**config.mk**
```make
export PLATFORM = sky130hd
export DESIGN_NAME = ring_entropy_sampler
export DESIGN_NICKNAME = d
export VERILOG_FILES = /design/src/rtl/ring_sampler_pkg.sv /design/src/rtl/ring_sampler_fifo.sv /design/src/rtl/ring_entropy_sampler.sv
export SDC_FILE = /design/constraint.sdc
export NUM_CORES = 1
export LEC_CHECK = 0
export ABC_AREA = 1
export BUFFER_PORTS_ARGS = -buffer_cell sky130_fd_sc_hd__buf_2
export CAP_MARGIN = 20
export CORE_MARGIN = 2
export CORE_UTILIZATION = 25
export CTS_CLUSTER_DIAMETER = 80
export DETAILED_ROUTE_END_ITERATION = 7
export GPL_TIMING_DRIVEN = 0
export PLACE_DENSITY = 0.47
export SLEW_MARGIN = 5
export SYNTH_ARGS = -nofsm -noshare
export SYNTH_HDL_FRONTEND = slang
export SYNTH_SLANG_ARGS = --single-unit
export TNS_END_PERCENT = 1
```
**constraint.sdc**
```tcl
create_clock -name wb_clk_i -period 3 [get_ports wb_clk_i]
set_input_delay 0.3 -clock wb_clk_i [delete_from_list [all_inputs] [get_ports wb_clk_i]]
set_output_delay 0.3 -clock wb_clk_i [all_outputs]
set_load 0.01 [all_outputs]
```
**src/rtl/ring_sampler_pkg.sv**
```systemverilog
// Shared constants and helpers for the ring-oscillator entropy sampler.
package ring_sampler_pkg;

  localparam int WORD_W         = 32;
  localparam int DEF_REP_LIMIT  = 32;
  localparam int DEF_FIFO_DEPTH = 4;

  // Level counter must be able to represent a completely full FIFO.
  function automatic int level_w(input int depth);
    return $clog2(depth) + 1;
  endfunction

endpackage

```
**src/rtl/ring_sampler_fifo.sv**
```systemverilog
// First-word fall-through word FIFO; a push on full without a pop is dropped and reported.
module ring_sampler_fifo
  import ring_sampler_pkg::*;
#(
  parameter int DEPTH = DEF_FIFO_DEPTH,
  parameter int LVL_W = level_w(DEPTH)
) (
  input  logic              clk_i,
  input  logic              rst_ni,
  input  logic              push_i,
  input  logic [WORD_W-1:0] push_data_i,
  input  logic              pop_i,
  output logic [WORD_W-1:0] head_o,
  output logic              empty_o,
  output logic [LVL_W-1:0]  level_o,
  output logic              drop_o
);

  localparam int PTR_W = $clog2(DEPTH);

  logic [WORD_W-1:0] mem_q [DEPTH];
  logic [PTR_W-1:0]  wr_ptr_q, rd_ptr_q;
  logic [LVL_W-1:0]  level_q, level_d;
  logic              full, do_push, do_pop;

  assign empty_o = (level_q == '0);
  assign full    = (level_q == LVL_W'(DEPTH));
  assign do_pop  = pop_i & ~empty_o;
  // A pop in the same cycle frees the slot a full-FIFO push needs.
  assign do_push = push_i & (~full | do_pop);
  assign drop_o  = push_i & ~do_push;
  assign head_o  = empty_o ? '0 : mem_q[rd_ptr_q];
  assign level_o = level_q;
  assign level_d = level_q + LVL_W'(do_push) - LVL_W'(do_pop);

  always_ff @(posedge clk_i or negedge rst_ni) begin
    if (!rst_ni) begin
      for (int i = 0; i < DEPTH; i++) mem_q[i] <= '0;
      wr_ptr_q <= '0;
      rd_ptr_q <= '0;
      level_q  <= '0;
    end else begin
      if (do_push) begin
        mem_q[wr_ptr_q] <= push_data_i;
        wr_ptr_q        <= wr_ptr_q + PTR_W'(1);
      end
      if (do_pop) rd_ptr_q <= rd_ptr_q + PTR_W'(1);
      level_q <= level_d;
    end
  end

endmodule

```
**src/rtl/ring_entropy_sampler.sv**
```systemverilog
// Synchronises and XORs ring-oscillator clocks into 32-bit entropy words with a repetition health test.
// Optional Von Neumann debiasing of the packed bit stream: define RING_SAMPLER_VN_EN.
module ring_entropy_sampler
  import ring_sampler_pkg::*;
#(
  parameter int NUM_RINGS  = 8,
  parameter int FIFO_DEPTH = DEF_FIFO_DEPTH,
  parameter int REP_LIMIT  = DEF_REP_LIMIT,
  parameter int DIV_W      = 16
) (
  input  logic                           wb_clk_i,
  input  logic                           wb_rst_ni,
  input  logic                           enable_i,
  input  logic [NUM_RINGS-1:0]           ring_clk_i,
  input  logic [DIV_W-1:0]               sample_div_i,
  input  logic                           clear_i,
  input  logic                           rd_ready_i,
  output logic                           rd_valid_o,
  output logic [WORD_W-1:0]              rd_data_o,
  output logic [level_w(FIFO_DEPTH)-1:0] fifo_level_o,
  output logic                           overflow_o,
  output logic                           health_fail_o
);

  localparam int REP_W = $clog2(REP_LIMIT + 1);

  logic [NUM_RINGS-1:0] sync1_q, sync2_q;
  logic [DIV_W-1:0]     div_q, div_d;
  logic [REP_W-1:0]     rep_q, rep_d;
  logic                 prev_q, prev_d;
  logic [WORD_W-1:0]    word_q, word_d, push_word;
  logic [5:0]           cnt_q, cnt_d;
  logic                 ovf_q, ovf_d, hf_q, hf_d;
  logic                 tick, raw_bit, bit_vld, bit_val, push, drop, empty, health_set;

  // Read port: rd_valid_o/rd_ready_i, a word transfers on the cycle both are high.
  assign rd_valid_o    = ~empty;
  assign overflow_o    = ovf_q;
  assign health_fail_o = hf_q;

  // ">=" lets a freshly lowered divisor tick and wrap on the next cycle.
  assign tick    = enable_i & (div_q >= sample_div_i);
  assign raw_bit = ^sync2_q;

  always_comb begin
    div_d = div_q + DIV_W'(1);
    if (!enable_i || tick) div_d = '0;
  end

  always_comb begin
    rep_d  = rep_q;
    prev_d = prev_q;
    if (!enable_i) begin
      rep_d = '0;
    end else if (tick) begin
      prev_d = raw_bit;
      if (rep_q != '0 && raw_bit == prev_q) begin
        if (rep_q != REP_W'(REP_LIMIT)) rep_d = rep_q + REP_W'(1);
      end else begin
        rep_d = REP_W'(1);
      end
    end
    health_set = tick && (rep_d == REP_W'(REP_LIMIT));
  end

`ifdef RING_SAMPLER_VN_EN
  logic vn_have_q, vn_have_d, vn_a_q, vn_a_d;

  always_comb begin
    vn_have_d = vn_have_q;
    vn_a_d    = vn_a_q;
    bit_vld   = 1'b0;
    bit_val   = vn_a_q;
    if (!enable_i) begin
      vn_have_d = 1'b0;
    end else if (tick) begin
      if (!vn_have_q) begin
        vn_have_d = 1'b1;
        vn_a_d    = raw_bit;
      end else begin
        vn_have_d = 1'b0;
        bit_vld   = (vn_a_q != raw_bit);
      end
    end
  end

  always_ff @(posedge wb_clk_i or negedge wb_rst_ni) begin
    if (!wb_rst_ni) begin
      vn_have_q <= 1'b0;
      vn_a_q    <= 1'b0;
    end else begin
      vn_have_q <= vn_have_d;
      vn_a_q    <= vn_a_d;
    end
  end
`else
  assign bit_vld = tick;
  assign bit_val = raw_bit;
`endif

  // The 32nd bit goes straight to the FIFO instead of landing in word_q.
  assign push_word = {word_q[WORD_W-2:0], bit_val};

  always_comb begin
    word_d = word_q;
    cnt_d  = cnt_q;
    push   = 1'b0;
    if (!enable_i) begin
      word_d = '0;
      cnt_d  = '0;
    end else if (bit_vld) begin
      if (cnt_q == 6'(WORD_W - 1)) begin
        push   = 1'b1;
        word_d = '0;
        cnt_d  = '0;
      end else begin
        word_d = push_word;
        cnt_d  = cnt_q + 6'd1;
      end
    end
  end

  always_comb begin
    ovf_d = clear_i ? 1'b0 : ovf_q;
    hf_d  = clear_i ? 1'b0 : hf_q;
    if (drop)       ovf_d = 1'b1;
    if (health_set) hf_d  = 1'b1;
  end

  always_ff @(posedge wb_clk_i or negedge wb_rst_ni) begin
    if (!wb_rst_ni) begin
      sync1_q <= '0;
      sync2_q <= '0;
      div_q   <= '0;
      rep_q   <= '0;
      prev_q  <= 1'b0;
      word_q  <= '0;
      cnt_q   <= '0;
      ovf_q   <= 1'b0;
      hf_q    <= 1'b0;
    end else begin
      sync1_q <= ring_clk_i;
      sync2_q <= sync1_q;
      div_q   <= div_d;
      rep_q   <= rep_d;
      prev_q  <= prev_d;
      word_q  <= word_d;
      cnt_q   <= cnt_d;
      ovf_q   <= ovf_d;
      hf_q    <= hf_d;
    end
  end

  ring_sampler_fifo #(
    .DEPTH (FIFO_DEPTH)
  ) u_fifo (
    .clk_i       (wb_clk_i),
    .rst_ni      (wb_rst_ni),
    .push_i      (push),
    .push_data_i (push_word),
    .pop_i       (rd_ready_i),
    .head_o      (rd_data_o),
    .empty_o     (empty),
    .level_o     (fifo_level_o),
    .drop_o      (drop)
  );

endmodule

```
==> impl_metrics.prom, run 1 <==
# TYPE chip_impl_metric gauge
chip_impl_info{name="netlist.top_cell.by_area",value="dfrtp_1"} 1
chip_impl_metric{name="total_cts_buffers",unit=""} 26
chip_impl_metric{name="die_w",unit="µm"} 202
chip_impl_metric{name="finalWirelength",unit="mm"} 27.0
chip_impl_metric{name="clk-insertion-delay-late",unit="ns"} 0.55
chip_impl_info{name="tritoncts",value="yes"} 1
chip_impl_metric{name="drt_iter0_drc",unit=""} 426
chip_impl_metric{name="yosysSeqAreaShare",unit="%"} 54.6
chip_impl_metric{name="grt_first_pass_wirelength",unit="mm"} 43.8
chip_impl_metric{name="hold_violations",unit=""} 0
chip_impl_info{name="cts_root_buffer",value="clkbuf_16"} 1
chip_impl_metric{name="routedWlPerCell",unit="µm"} 15.2
chip_impl_metric{name="area_enclosed_by_the_die_boundary",unit="mm²"} 0.0406
chip_impl_metric{name="io_buffers",unit=""} 66
chip_impl_info{name="grt_setup_unrepaired",value="true"} 1
chip_impl_info{name="critPathCaptureType",value="primary output"} 1
chip_impl_metric{name="number_of_distinct_standard_cells_referenced_by_the_synthesized_netlist",unit=""} 36
chip_impl_metric{name="synth-edff-count",unit=""} 0
chip_impl_info{name="netlist_top_cells_area",value="dfrtp_1, nand2_1, o21ai_0, inv_1, a21oi_1"} 1
chip_impl_metric{name="die_h",unit="µm"} 202
chip_impl_metric{name="setup-violations-final",unit=""} 0
chip_impl_metric{name="drcViolationCount",unit=""} 0
chip_impl_metric{name="synth-async-reset-ratio",unit="%"} 100
chip_impl_metric{name="boundaryPins",unit=""} 67
chip_impl_metric{name="syn_avg_cell_area",unit="µm²"} 8.61
chip_impl_metric{name="cts.sink_count",unit=""} 213
chip_impl_metric{name="coreArea",unit="mm²"} 0.0386
chip_impl_metric{name="first_global_vias",unit=""} 7947
chip_impl_metric{name="timing_worst_slew_pin_value",unit="ns"} 0.686
chip_impl_info{name="critPathKind",value="register to primary output"} 1
chip_impl_metric{name="crit_required",unit="ns"} 2.70
chip_impl_metric{name="hold-worst-slack",unit="ns"} 0.0328
chip_impl_metric{name="drv_cap",unit=""} 0
chip_impl_info{name="path_cells",value="clkbuf_1, clkbuf_1, o21ai_0, a21oi_1, buf_2"} 1
chip_impl_metric{name="leakage",unit="µW"} 0.00551
chip_impl_metric{name="crit_arrival",unit="ns"} 2.61
chip_impl_metric{name="cts_htree_levels",unit=""} 1
chip_impl_metric{name="initial_core_utilization",unit="%"} 25.3
chip_impl_metric{name="antenna_cells_inserted",unit=""} 0
chip_impl_metric{name="dp_hpwl",unit="mm"} 18.0
chip_impl_info{name="synthFlopType",value="dfrtp_1"} 1
chip_impl_metric{name="synth_largest_type_area_fraction",unit="%"} 54.6
chip_impl_metric{name="syn_nets",unit=""} 1189
chip_impl_metric{name="worst_clock_skew",unit="ns"} 0.0281
chip_impl_metric{name="finalWeightedCongestion",unit=""} 0.759
chip_impl_metric{name="synth_seq_cells",unit=""} 213
chip_impl_info{name="run_status",value="finished clean"} 1
chip_impl_metric{name="fin_nets",unit=""} 1294
chip_impl_info{name="hp-class",value="input port to register"} 1
chip_impl_metric{name="placement_rows",unit=""} 72
chip_impl_metric{name="irDropWorstVdd",unit="V"} 0.000387
chip_impl_metric{name="maxSlewViolCount",unit=""} 0
chip_impl_metric{name="dr.pass1.iters",unit=""} 5
chip_impl_metric{name="final_power",unit="µW"} 8410
chip_impl_metric{name="max-clock-path-buffers",unit=""} 3
chip_impl_metric{name="max_slew_margin",unit="%"} 54.2
chip_impl_info{name="crit_path_start_kind",value="register"} 1
chip_impl_metric{name="grt_overflow_total",unit=""} 0
chip_impl_metric{name="cellPowerDensity",unit="mW/mm²"} 716
chip_impl_metric{name="clkTransAtPathRegs",unit="ns"} 0.06
chip_impl_metric{name="grt_util_all_layers",unit="%"} 13.6
chip_impl_metric{name="worst_path_largest_cell_delay",unit="ns"} 0.52
chip_impl_metric{name="post_route_cells_drive_above_1_share",unit="%"} 11.9
chip_impl_metric{name="via_count",unit=""} 7819
chip_impl_metric{name="final.period_utilization",unit="%"} 96.9
chip_impl_metric{name="syn-instance-count",unit=""} 1133
chip_impl_info{name="worst_path_most_repeated_cell",value="clkbuf_1"} 1
chip_impl_info{name="critical-path-slowest-cell",value="clkbuf_1"} 1
chip_impl_metric{name="initial_antenna_violation_count",unit=""} 0
chip_impl_metric{name="areaGrowthSynthToFinish",unit="%"} 20.4
chip_impl_metric{name="fin_crit",unit="ns"} 2.91
chip_impl_metric{name="ys.warnings.count",unit=""} 0
chip_impl_metric{name="routed_via_density",unit=""} 4.41
chip_impl_metric{name="route.antenna.remaining_nets",unit=""} 0
chip_impl_metric{name="cp_max_fo",unit=""} 10
chip_impl_metric{name="pin_count_of_the_biggest_net_entering_global_routing",unit=""} 77
chip_impl_metric{name="max_freq",unit="MHz"} 344
chip_impl_metric{name="area_of_the_mapped_netlist",unit="mm²"} 0.00976
==> sequential cells by signal, summed over array words and instances, names as in the netlist <==
name / flops
u_fifo.mem_q: 128
word_q: 31
div_q: 16
sync1_q: 8
sync2_q: 8
cnt_q: 6
rep_q: 6
u_fifo.level_o: 3
u_fifo.rd_ptr_q: 2
u_fifo.wr_ptr_q: 2
health_fail_o: 1
overflow_o: 1
prev_q: 1
==> layout make-up <==
cell class / instances / area (µm²)
fillers: 4174 / 26800
repair buffers: 77 / 485
clock inverters: 5 / 41.3
flip-flops and latches: 213 / 5330
plain buffers: 56 / 267
multi-input cells: 696 / 3530
clock buffers: 39 / 810
inverters: 168 / 632
well taps: 518 / 648
==> cells in the final DEF (no fill, tap or decap), drive strengths merged, types with 2 or more instances in the layout <==
master	synthesis	final
a21oi	118	118
buf	31	98
clkbuf	25	65
clkinv	1	4
clkinvlp	0	2
dfrtp	213	213
dlygate4sd3	0	9
ha	26	26
inv	167	167
nand2	230	230
nand3	19	19
nand4	3	3
nor2	37	37
nor3	6	6
nor4	2	2
o21a	2	2
o21ai	203	203
o22ai	33	33
xnor2	2	2
xor2	8	8
==> cell usage after synthesis, types with 2 or more instances <==
master and count:
o22ai_1 33, nand2_1 228, buf_1 7, nand2_4 2, o21ai_1 66, dfrtp_1 213
o21a_1 2, nor2_4 2, inv_2 2, nand3_1 18, clkbuf_1 23, nor2_1 35
clkbuf_2 2, o21ai_0 137, buf_4 9, xor2_1 8, buf_2 15, nor4_1 2
xnor2_1 2, nand4_1 3, nor3_1 5, a21oi_1 116, ha_1 26, inv_1 165
==> final timing paths <==
path,from,to,slack [ns],depth (start not counted)
hold reg to reg,sync1_q[7],sync2_q[7],0.35,0
hold / removal,enable_i,cnt_q[4],0.03,3
setup reg to reg,div_q[15],u_fifo.level_o[1],0.30,11
min in group asynchronous,wb_rst_ni,u_fifo.mem_q[27],0.31,2
max in group asynchronous,wb_rst_ni,u_fifo.mem_q[70],1.55,4
setup / recovery,u_fifo.rd_ptr_q[0],rd_data_o[1],0.09,5
==> worst max-delay path: cells and delay by family (launching register included) <==
kind,cells,cell delay [ns]
DFF,1,0.39
buffers and inverters,3,1.15
AOI/OAI and AO/OA,2,0.52
==> timing repair <==
| item | 4_1_cts | 5_1_grt |
|---|---|---|
| hold buffers | 9 | 0 |
| endpoints found under the hold margin | 83 | 0 |
| setup endpoints to repair | 0 | 10 |
| resized for setup | 0 | 2 |
| setup buffers | 0 | 0 |
==> per-stage QoR <==
step / setup TNS (ns) / std cells / cell area [µm²] / setup slack (ns) / util (%)
floorplan: 0 / 1133 / 9760 / 0.646 / -
global placement: -481.06 / 1717 / 10700 / -2.28 / 27.8
detailed placement: 0 / 1719 / 10800 / 0.270 / 28.0
CTS: 0 / 1772 / 11700 / 0.0442 / 30.4
global route: -0.0859 / 1772 / 11700 / -0.0377 / 30.5
finish: 0 / 1772 / 11700 / 0.0921 / 30.5
==> logic make-up after synthesis <==
logic type / share of synthesized area (%)
adders and majority gates: 3.54
DFF: 54.6
xor gates and xnor gates: 0.898
and+or+nand+nor: 12.4
AOI/OAI and AO/OA: 19.3
buffers and inverters: 9.20
==> report_power, final <==
part           switching, µW  total, µW  internal, µW  leakage, µW
sequential              46.2       2970          2930      0.00259
combinational           1620       2360           746      0.00250
clock                   1220       3070          1850     0.000417
total                   2890       8410          5520      0.00551
==> routing by layer <==
layer	wire, µm	part of all wire, %	global-route usage (%)	up-vias
met1	12300	46	18.1	3726
met3	1340	5.0	2.17	41
met4	603	2.2	4.18	0
li1	-	-	-	3893
met2	12700	47	22.7	159
met5	0	0	0	-
Note: power is estimated with default switching activity, not from simulation.
==> run 2, diff against run 1 <==
--- a/config.mk
+++ b/config.mk
@@ -17,5 +17,6 @@
 export SLEW_MARGIN = 5
 export SYNTH_ARGS = -nofsm -noshare
 export SYNTH_HDL_FRONTEND = slang
+export SYNTH_HIERARCHICAL = 1
 export SYNTH_SLANG_ARGS = --single-unit
 export TNS_END_PERCENT = 1
==> run 2 against run 1 <==
Compared with the run above: synthesized cell count grew 22%; sequential share of layout area is 4.7 points lower; final cell count rose by 19%; critical path type is now register to register; critical endpoint is now u_fifo/level_o[1].
==> impl_metrics.prom, run 2 <==
# TYPE chip_impl_metric gauge
chip_impl_metric{name="grt_overflow_total",unit=""} 0
chip_impl_metric{name="die_w",unit="µm"} 212
chip_impl_metric{name="dp_hpwl",unit="mm"} 22.0
chip_impl_metric{name="crit_required",unit="ns"} 3.43
chip_impl_metric{name="clk-insertion-delay-late",unit="ns"} 0.54
chip_impl_metric{name="pin_count_of_the_biggest_net_entering_global_routing",unit=""} 108
chip_impl_metric{name="finalWeightedCongestion",unit=""} 0.775
chip_impl_metric{name="rr_worst_depth",unit=""} 16
chip_impl_metric{name="post_route_cells_drive_above_1_share",unit="%"} 14.3
chip_impl_metric{name="synth-edff-count",unit=""} 0
chip_impl_metric{name="setup-violations-final",unit=""} 0
chip_impl_info{name="cts_root_buffer",value="clkbuf_16"} 1
chip_impl_metric{name="routedWlPerCell",unit="µm"} 15.5
chip_impl_metric{name="dr.pass1.iters",unit=""} 6
chip_impl_info{name="mostFrequentLayoutCell",value="nand2_1"} 1
chip_impl_info{name="synth_common_cells",value="nand2_1, dfrtp_1, inv_1, nand4_1"} 1
chip_impl_metric{name="synth-simple-area-share",unit="%"} 31.9
chip_impl_info{name="tritoncts",value="yes"} 1
chip_impl_metric{name="synth_compound_gate_area_share",unit="%"} 5.02
chip_impl_metric{name="max-clock-path-buffers",unit=""} 3
chip_impl_info{name="most-common-layout-cells",value="nand2_1, dfrtp_1, inv_1"} 1
chip_impl_metric{name="first_global_vias",unit=""} 9228
chip_impl_metric{name="grt_util_all_layers",unit="%"} 14.7
chip_impl_metric{name="worst_clock_skew",unit="ns"} 0.0140
chip_impl_info{name="registers.top_by_ff_count",value="u_fifo/mem_q"} 1
chip_impl_metric{name="drt_iter0_drc",unit=""} 528
chip_impl_metric{name="total_cts_buffers",unit=""} 27
chip_impl_info{name="min-delay-start",value="enable_i"} 1
chip_impl_metric{name="timing.hold.worst_path_depth",unit=""} 3
chip_impl_metric{name="syn-instance-count",unit=""} 1382
chip_impl_metric{name="die_h",unit="µm"} 212
chip_impl_info{name="r2r-end",value="u_fifo/level_o[1]"} 1
chip_impl_metric{name="worst_path_largest_cell_delay",unit="ns"} 0.48
chip_impl_info{name="yosys.cell_count.top_type",value="nand2_1"} 1
chip_impl_metric{name="maxSlewViolCount",unit=""} 0
chip_impl_metric{name="grt_first_pass_wirelength",unit="mm"} 51.9
chip_impl_metric{name="leakage",unit="µW"} 0.00675
chip_impl_metric{name="cts_htree_levels",unit=""} 1
chip_impl_metric{name="synth_seq_cells",unit=""} 213
chip_impl_info{name="critPathCaptureType",value="register"} 1
chip_impl_metric{name="antenna_cells_inserted",unit=""} 0
chip_impl_metric{name="synth_largest_type_area_fraction",unit="%"} 49.1
chip_impl_metric{name="io_buffers",unit=""} 66
chip_impl_metric{name="placement_rows",unit=""} 76
chip_impl_info{name="netlist_top_cells_area",value="dfrtp_1, nand2_1, nand4_1, inv_1, ha_1"} 1
chip_impl_metric{name="area_enclosed_by_the_die_boundary",unit="mm²"} 0.0451
chip_impl_metric{name="finish.instance_area",unit="mm²"} 0.0131
chip_impl_metric{name="cellPowerDensity",unit="mW/mm²"} 639
chip_impl_info{name="synthFlopType",value="dfrtp_1"} 1
chip_impl_metric{name="initial_antenna_violation_count",unit=""} 0
chip_impl_info{name="netlist.top_cell.by_area",value="dfrtp_1"} 1
chip_impl_metric{name="timing_worst_slew_pin_value",unit="ns"} 0.689
chip_impl_info{name="critical-path-slowest-cell",value="fa_1"} 1
chip_impl_info{name="run_status",value="finished clean"} 1
chip_impl_metric{name="final.period_utilization",unit="%"} 93.5
chip_impl_metric{name="final_core_utilization",unit="%"} 30.5
chip_impl_metric{name="drv_cap",unit=""} 0
chip_impl_metric{name="syn_nets",unit=""} 1438
chip_impl_metric{name="hold_violations",unit=""} 0
chip_impl_metric{name="drcViolationCount",unit=""} 0
chip_impl_metric{name="ff2ff_setup_slack",unit="ns"} 0.19
chip_impl_metric{name="via_count",unit=""} 9418
chip_impl_metric{name="cp_max_fo",unit=""} 8
chip_impl_info{name="crit_path_start_kind",value="register"} 1
chip_impl_metric{name="cts.sink_count",unit=""} 213
chip_impl_metric{name="ys.warnings.count",unit=""} 6
chip_impl_metric{name="fin_nets",unit=""} 1556
chip_impl_metric{name="boundaryPins",unit=""} 67
chip_impl_metric{name="area_of_the_mapped_netlist",unit="mm²"} 0.0109
chip_impl_info{name="path_cells",value="ha_1, nand2_1, o21bai_1, a21oi_1, nor2_2, nand2_2, nand2_4, nor2_2, buf_6, nand2_2, ha_1, inv_1, ha_1, inv_1, fa_1, inv_1"} 1
chip_impl_metric{name="areaGrowthSynthToFinish",unit="%"} 20.8
chip_impl_metric{name="irDropWorstVdd",unit="V"} 0.000364
chip_impl_info{name="largestRegisters",value="u_fifo/mem_q: 128 flops, word_q: 31 flops, div_q: 16 flops"} 1
chip_impl_metric{name="placed_cell_area",unit="mm²"} 0.0120
chip_impl_metric{name="yosysSeqAreaShare",unit="%"} 49.1
chip_impl_info{name="dominant_combinational_cell_family_by_area_after_synthesis",value="simple AND/OR/NAND/NOR gates"} 1
chip_impl_metric{name="syn_avg_cell_area",unit="µm²"} 7.86
chip_impl_metric{name="coreArea",unit="mm²"} 0.0430
chip_impl_metric{name="route.antenna.remaining_nets",unit=""} 0
chip_impl_metric{name="synth-async-reset-ratio",unit="%"} 100
chip_impl_info{name="grt_setup_unrepaired",value="false"} 1
chip_impl_info{name="launching_point_of_the_worst_reg2reg_path",value="div_q[10]"} 1
chip_impl_metric{name="max_slew_margin",unit="%"} 54.1
chip_impl_info{name="critPathKind",value="register to register"} 1
chip_impl_metric{name="number_of_distinct_standard_cells_referenced_by_the_synthesized_netlist",unit=""} 32
chip_impl_metric{name="yosys-mux-area-fraction",unit="%"} 0
chip_impl_metric{name="max_freq",unit="MHz"} 356
chip_impl_info{name="worst_hold_path.endpoint",value="cnt_q[2]"} 1
chip_impl_metric{name="routed_via_density",unit=""} 4.47
chip_impl_metric{name="flip_flop_count_of_the_largest_register_all_copies_and_words_added",unit=""} 128
chip_impl_metric{name="fin_crit",unit="ns"} 2.81
chip_impl_metric{name="finalWirelength",unit="mm"} 32.6
chip_impl_metric{name="clkTransAtPathRegs",unit="ns"} 0.06
chip_impl_metric{name="synth_xor_area_share",unit="%"} 0.968
chip_impl_metric{name="crit_arrival",unit="ns"} 3.23
chip_impl_metric{name="yosys.area_share.adder",unit="%"} 3.18
chip_impl_info{name="hp-class",value="input port to register"} 1
chip_impl_metric{name="initial_core_utilization",unit="%"} 25.3
run 2: cell count changes in the layout (fill, tap and decap cells not counted), moves of 10 or more:
| cell | before | now |
|---|---|---|
| o21ai_0 | 137 | 8 |
| nand4_1 | 3 | 133 |
| o21ai_1 | 66 | 4 |
| buf_2 | 80 | 110 |
| nand2_1 | 228 | 537 |
| nand3_1 | 18 | 43 |
| buf_6 | 0 | 10 |
| a21oi_1 | 116 | 47 |
run 2: logic make-up after synthesis:
group	Yosys count
compound gates	97
xor+xnor	12
fa+ha+maj	27
buf+inv	251
flops	213
simple gates	782
run 2: worst max path at each step:
stage	start	endpoint	slack [ns]	cells past startpoint
after floorplan	div_q[10]	u_fifo/level_o[2]	0.06	17
after global placement	wb_rst_ni	u_fifo/mem_q[122]	-2.44	1
after detailed placement	div_q[13]	u_fifo/level_o[1]	-0.54	16
after CTS	div_q[13]	u_fifo/level_o[1]	0.03	15
after global routing	div_q[10]	u_fifo/level_o[2]	0.03	16
final	div_q[10]	u_fifo/level_o[1]	0.19	16
run 2: area by class of cell:
class | count | area, µm²
Fill cell | 4736 | 29900
Buffer | 88 | 462
Clock inverter | 7 | 90.1
Tap cell | 585 | 732
Sequential cell | 213 | 5340
Multi-Input combinational cell | 918 | 4480
Inverter | 162 | 608
Timing Repair Buffer | 90 | 586
Clock buffer | 42 | 822
run 2: metrics by stage:
stage / power, µW / setup WS, ns / cells / hold WS [ns] / setup TNS (ns)
floorplan: 4230 / 0.0602 / 1382 / 0.00441 / 0
global placement: 5110 / -2.44 / 2033 / 0.335 / -515.37
detailed placement: 5120 / -0.539 / 2035 / 0.336 / -1.17
CTS: 8510 / 0.0269 / 2095 / 0.00965 / 0
global route: 8840 / 0.0336 / 2105 / 0.0657 / 0
finish: 8390 / 0.194 / 2105 / 0.0483 / 0
run 2: routing by layer:
| metal | wire length [µm] | GRT usage (%) | vias up |
|---|---|---|---|
| met2 | 14900 | 24.0 | 210 |
| met3 | 1640 | 2.20 | 42 |
| met1 | 15400 | 20.5 | 4476 |
| met4 | 602 | 3.47 | 0 |
| li1 | - | - | 4690 |
| met5 | 0 | 0 | - |
run 2: report_power, final:
part           internal [µW]  leakage (µW)  total (µW)  switching (µW)
Sequential              2930       0.00291        2980            49.0
Combinational            634       0.00339        2080            1450
Clock                   2040      0.000445        3320            1280
Total                   5600       0.00675        8390            2780
run 2: critical path: cells and delay by family (launching register included):
kind,cells,cell delay (ns)
buf+inv,4,0.26
compound gates,2,0.33
simple gates,6,0.54
fa+ha+maj,4,1.17
flops,1,0.44
run 2: what timing repair did:
| action | 4_1_cts | 5_1_grt |
|---|---|---|
| pin swaps | 1 | 6 |
| hold endpoints to repair | 115 | 0 |
| setup endpoints to repair | 3 | 5 |
| hold buffers | 10 | 0 |
| gates resized for setup | 3 | 9 |
| buffers inserted | 2 | 10 |
==> run 3, diff against run 2 <==
--- a/config.mk
+++ b/config.mk
@@ -14,6 +14,7 @@
 export DETAILED_ROUTE_END_ITERATION = 7
 export GPL_TIMING_DRIVEN = 0
 export PLACE_DENSITY = 0.47
+export RECOVER_POWER = 100
 export SLEW_MARGIN = 5
 export SYNTH_ARGS = -nofsm -noshare
 export SYNTH_HDL_FRONTEND = slang
==> run 3 against run 2 <==
Compared with the run above: the run now ends with max-capacitance violations, max-slew violations left; first-iteration DRC count fell by 0.38%; core utilization fell by 0.082 points; register-to-register slack barely moved; clock skew barely moved; non-clock buffer count did not move; critical path type unchanged.
==> impl_metrics.prom, run 3 (same netlist as run 2, synthesis figures left out) <==
# TYPE chip_impl_metric gauge
chip_impl_metric{name="drcViolationCount",unit=""} 0
chip_impl_metric{name="timing.hold.worst_path_depth",unit=""} 3
chip_impl_metric{name="cts_htree_levels",unit=""} 1
chip_impl_metric{name="irDropWorstVdd",unit="V"} 0.000364
chip_impl_metric{name="area_enclosed_by_the_die_boundary",unit="mm²"} 0.0451
chip_impl_metric{name="max_slew_margin",unit="%"} -5.65
chip_impl_info{name="highest_layer",value="met4"} 1
chip_impl_info{name="worst_hold_path.endpoint",value="cnt_q[2]"} 1
chip_impl_metric{name="initial_core_utilization",unit="%"} 25.3
chip_impl_metric{name="die_w",unit="µm"} 212
chip_impl_metric{name="worst_clock_skew",unit="ns"} 0.0139
chip_impl_metric{name="routed-wl-met3",unit="mm"} 1.67
chip_impl_metric{name="ff2ff_setup_slack",unit="ns"} 0.18
chip_impl_metric{name="boundaryPins",unit=""} 67
chip_impl_info{name="hp-class",value="input port to register"} 1
chip_impl_metric{name="die_h",unit="µm"} 212
chip_impl_info{name="timing.critical_path.max_delay_family",value="adder cells"} 1
chip_impl_info{name="run_status",value="finished with violations"} 1
chip_impl_info{name="critPathCaptureType",value="register"} 1
chip_impl_metric{name="final_core_utilization",unit="%"} 30.4
chip_impl_info{name="path_cells",value="ha_1, nand2_1, o21bai_1, a21oi_1, nor2_2, nand2_2, nand2_4, nor2_2, buf_6, nand2_2, ha_1, inv_1, ha_1, inv_1, fa_1, inv_1"} 1
chip_impl_metric{name="pin_count_of_the_biggest_net_entering_global_routing",unit=""} 108
chip_impl_metric{name="met2WireLength",unit="mm"} 15.0
chip_impl_metric{name="fin_crit",unit="ns"} 2.82
chip_impl_metric{name="worst-path-buf-inv",unit=""} 4
chip_impl_metric{name="p_int",unit="µW"} 5590
chip_impl_metric{name="initial_antenna_violation_count",unit=""} 0
chip_impl_metric{name="leakage",unit="µW"} 0.00673
chip_impl_metric{name="pwr-share-seq",unit="%"} 35.5
chip_impl_metric{name="post_route_cells_drive_above_1_share",unit="%"} 13.8
chip_impl_metric{name="m1WireLength",unit="mm"} 15.4
chip_impl_metric{name="drv_cap",unit=""} 1
chip_impl_metric{name="clk-insertion-delay-late",unit="ns"} 0.54
chip_impl_metric{name="max-clock-path-buffers",unit=""} 3
chip_impl_metric{name="grt_overflow_total",unit=""} 0
chip_impl_info{name="critical-path-slowest-cell",value="fa_1"} 1
chip_impl_metric{name="cts.sink_count",unit=""} 213
chip_impl_info{name="r2r-end",value="u_fifo/level_o[1]"} 1
chip_impl_info{name="critPathKind",value="register to register"} 1
chip_impl_info{name="mostFrequentLayoutCell",value="nand2_1"} 1
chip_impl_metric{name="clkTransAtPathRegs",unit="ns"} 0.06
chip_impl_info{name="violations_in_the_final_reports",value="max-capacitance violations, max-slew violations"} 1
chip_impl_metric{name="n_fill_cell",unit=""} 4743
chip_impl_metric{name="worst_path_largest_cell_delay",unit="ns"} 0.48
chip_impl_info{name="cts_root_buffer",value="clkbuf_16"} 1
chip_impl_metric{name="placement_rows",unit=""} 76
chip_impl_metric{name="finalWirelength",unit="mm"} 32.6
chip_impl_info{name="most-common-layout-cells",value="nand2_1, dfrtp_1, inv_1"} 1
chip_impl_metric{name="comb_power_share",unit="%"} 24.8
chip_impl_metric{name="grt_util_all_layers",unit="%"} 14.7
chip_impl_metric{name="coreArea",unit="mm²"} 0.0430
chip_impl_info{name="launching_point_of_the_worst_reg2reg_path",value="div_q[10]"} 1
chip_impl_metric{name="drt_iter0_drc",unit=""} 526
chip_impl_metric{name="finalWeightedCongestion",unit=""} 0.775
chip_impl_metric{name="multi_input_area",unit="mm²"} 0.00448
chip_impl_metric{name="crit_required",unit="ns"} 3.43
chip_impl_metric{name="routedWlPerCell",unit="µm"} 15.5
chip_impl_metric{name="crit_arrival",unit="ns"} 3.24
chip_impl_metric{name="area.sequential",unit="mm²"} 0.00534
chip_impl_metric{name="flip_flop_count_of_the_largest_register_all_copies_and_words_added",unit=""} 128
chip_impl_metric{name="timing_worst_slew_pin_value",unit="ns"} 1.58
chip_impl_metric{name="fin_nets",unit=""} 1556
chip_impl_metric{name="maxSlewViolCount",unit=""} 107
chip_impl_metric{name="hold-worst-slack",unit="ns"} 0.0482
chip_impl_metric{name="cellPowerDensity",unit="mW/mm²"} 640
chip_impl_metric{name="dr.pass1.iters",unit=""} 5
chip_impl_metric{name="grt_first_pass_wirelength",unit="mm"} 51.9
chip_impl_info{name="largestRegisters",value="u_fifo/mem_q: 128 flops, word_q: 31 flops, div_q: 16 flops"} 1
chip_impl_metric{name="total_cts_buffers",unit=""} 27
chip_impl_metric{name="areaGrowthSynthToFinish",unit="%"} 20.4
chip_impl_info{name="grt_setup_unrepaired",value="false"} 1
chip_impl_metric{name="rr_worst_depth",unit=""} 16
chip_impl_metric{name="antenna_cells_inserted",unit=""} 0
chip_impl_metric{name="switchingPower",unit="µW"} 2780
chip_impl_metric{name="share_clk_of_total_power",unit="%"} 39.7
chip_impl_info{name="startpoint",value="div_q[10]"} 1
chip_impl_metric{name="hold_violations",unit=""} 0
chip_impl_info{name="crit_path_start_kind",value="register"} 1
chip_impl_metric{name="final.period_utilization",unit="%"} 94.0
chip_impl_metric{name="via_count",unit=""} 9397
chip_impl_info{name="min-delay-start",value="enable_i"} 1
chip_impl_metric{name="max_freq",unit="MHz"} 355
chip_impl_metric{name="route.antenna.remaining_nets",unit=""} 0
chip_impl_info{name="tritoncts",value="yes"} 1
chip_impl_metric{name="first_global_vias",unit=""} 9228
chip_impl_metric{name="io_buffers",unit=""} 66
chip_impl_metric{name="dp_hpwl",unit="mm"} 22.0
chip_impl_info{name="registers.top_by_ff_count",value="u_fifo/mem_q"} 1
chip_impl_metric{name="routed_via_density",unit=""} 4.46
chip_impl_metric{name="setup-violations-final",unit=""} 0
chip_impl_metric{name="cp_max_fo",unit=""} 8
chip_impl_metric{name="p_sw_share",unit="%"} 33.2
==> run 3: metrics by stage <==
step	setup WS [ns]	total power [µW]	cells	instance area, µm²	TNS [ns]
6_report	0.181	8370	2105	13100	0
5_1_grt	0.0149	8820	2105	13100	0
4_1_cts	0.0269	8510	2095	13000	0
3_5_place_dp	-0.539	5120	2035	12000	-1.17
3_3_place_gp	-2.44	5110	2033	11900	-515.37
2_1_floorplan	0.0602	4230	1382	10900	0
==> run 3: area by class of cell <==
type | instances | area share, %
Buffer | 88 | 3.53
Multi-Input combinational cell | 918 | 34.2
Clock buffer | 42 | 6.28
Inverter | 162 | 4.65
Sequential cell | 213 | 40.8
Clock inverter | 7 | 0.689
Tap cell | 585 | 5.59
Timing Repair Buffer | 90 | 4.24
==> run 3: worst register-to-register path, delay by kind of cell (launching register included) <==
family | cells | cell delay, ns
simple gates | 6 | 0.54
compound gates | 2 | 0.33
fa+ha+maj | 4 | 1.19
buf+inv | 4 | 0.26
flops | 1 | 0.43
==> run 3: routing by layer <==
metal / vias to the layer above / GRT usage, %
met5: - / 0
met4: 0 / 3.47
met3: 42 / 2.20
met2: 208 / 24.0
met1: 4459 / 20.5
li1: 4688 / -
==> run 3: repair_timing <==
action / CTS / global route
buffers inserted: 2 / 10
gates resized for setup: 3 / 9
pin swaps: 1 / 6
setup endpoints to repair: 3 / 5
hold buffers: 10 / 0
hold endpoints to repair: 115 / 0
==> run 3: how the worst max path moves through the flow <==
stage	slack (ns)	end	cells past startpoint
5_1_grt	0.01	u_fifo/level_o[2]	16
4_1_cts	0.03	u_fifo/level_o[1]	15
2_1_floorplan	0.06	u_fifo/level_o[2]	17
6_report	0.18	u_fifo/level_o[1]	16
3_3_place_gp	-2.44	u_fifo/mem_q[122]	1
3_5_place_dp	-0.54	u_fifo/level_o[1]	16
==> run 3: power groups by stage <==
stage	sequential [µW]	clock (µW)	combinational (µW)
6_report	2970	3320	2070
3_3_place_gp	3030	0	2080
4_1_cts	2980	3420	2110
2_1_floorplan	3030	0	1210
3_5_place_dp	3030	0	2090
5_1_grt	2980	3540	2300
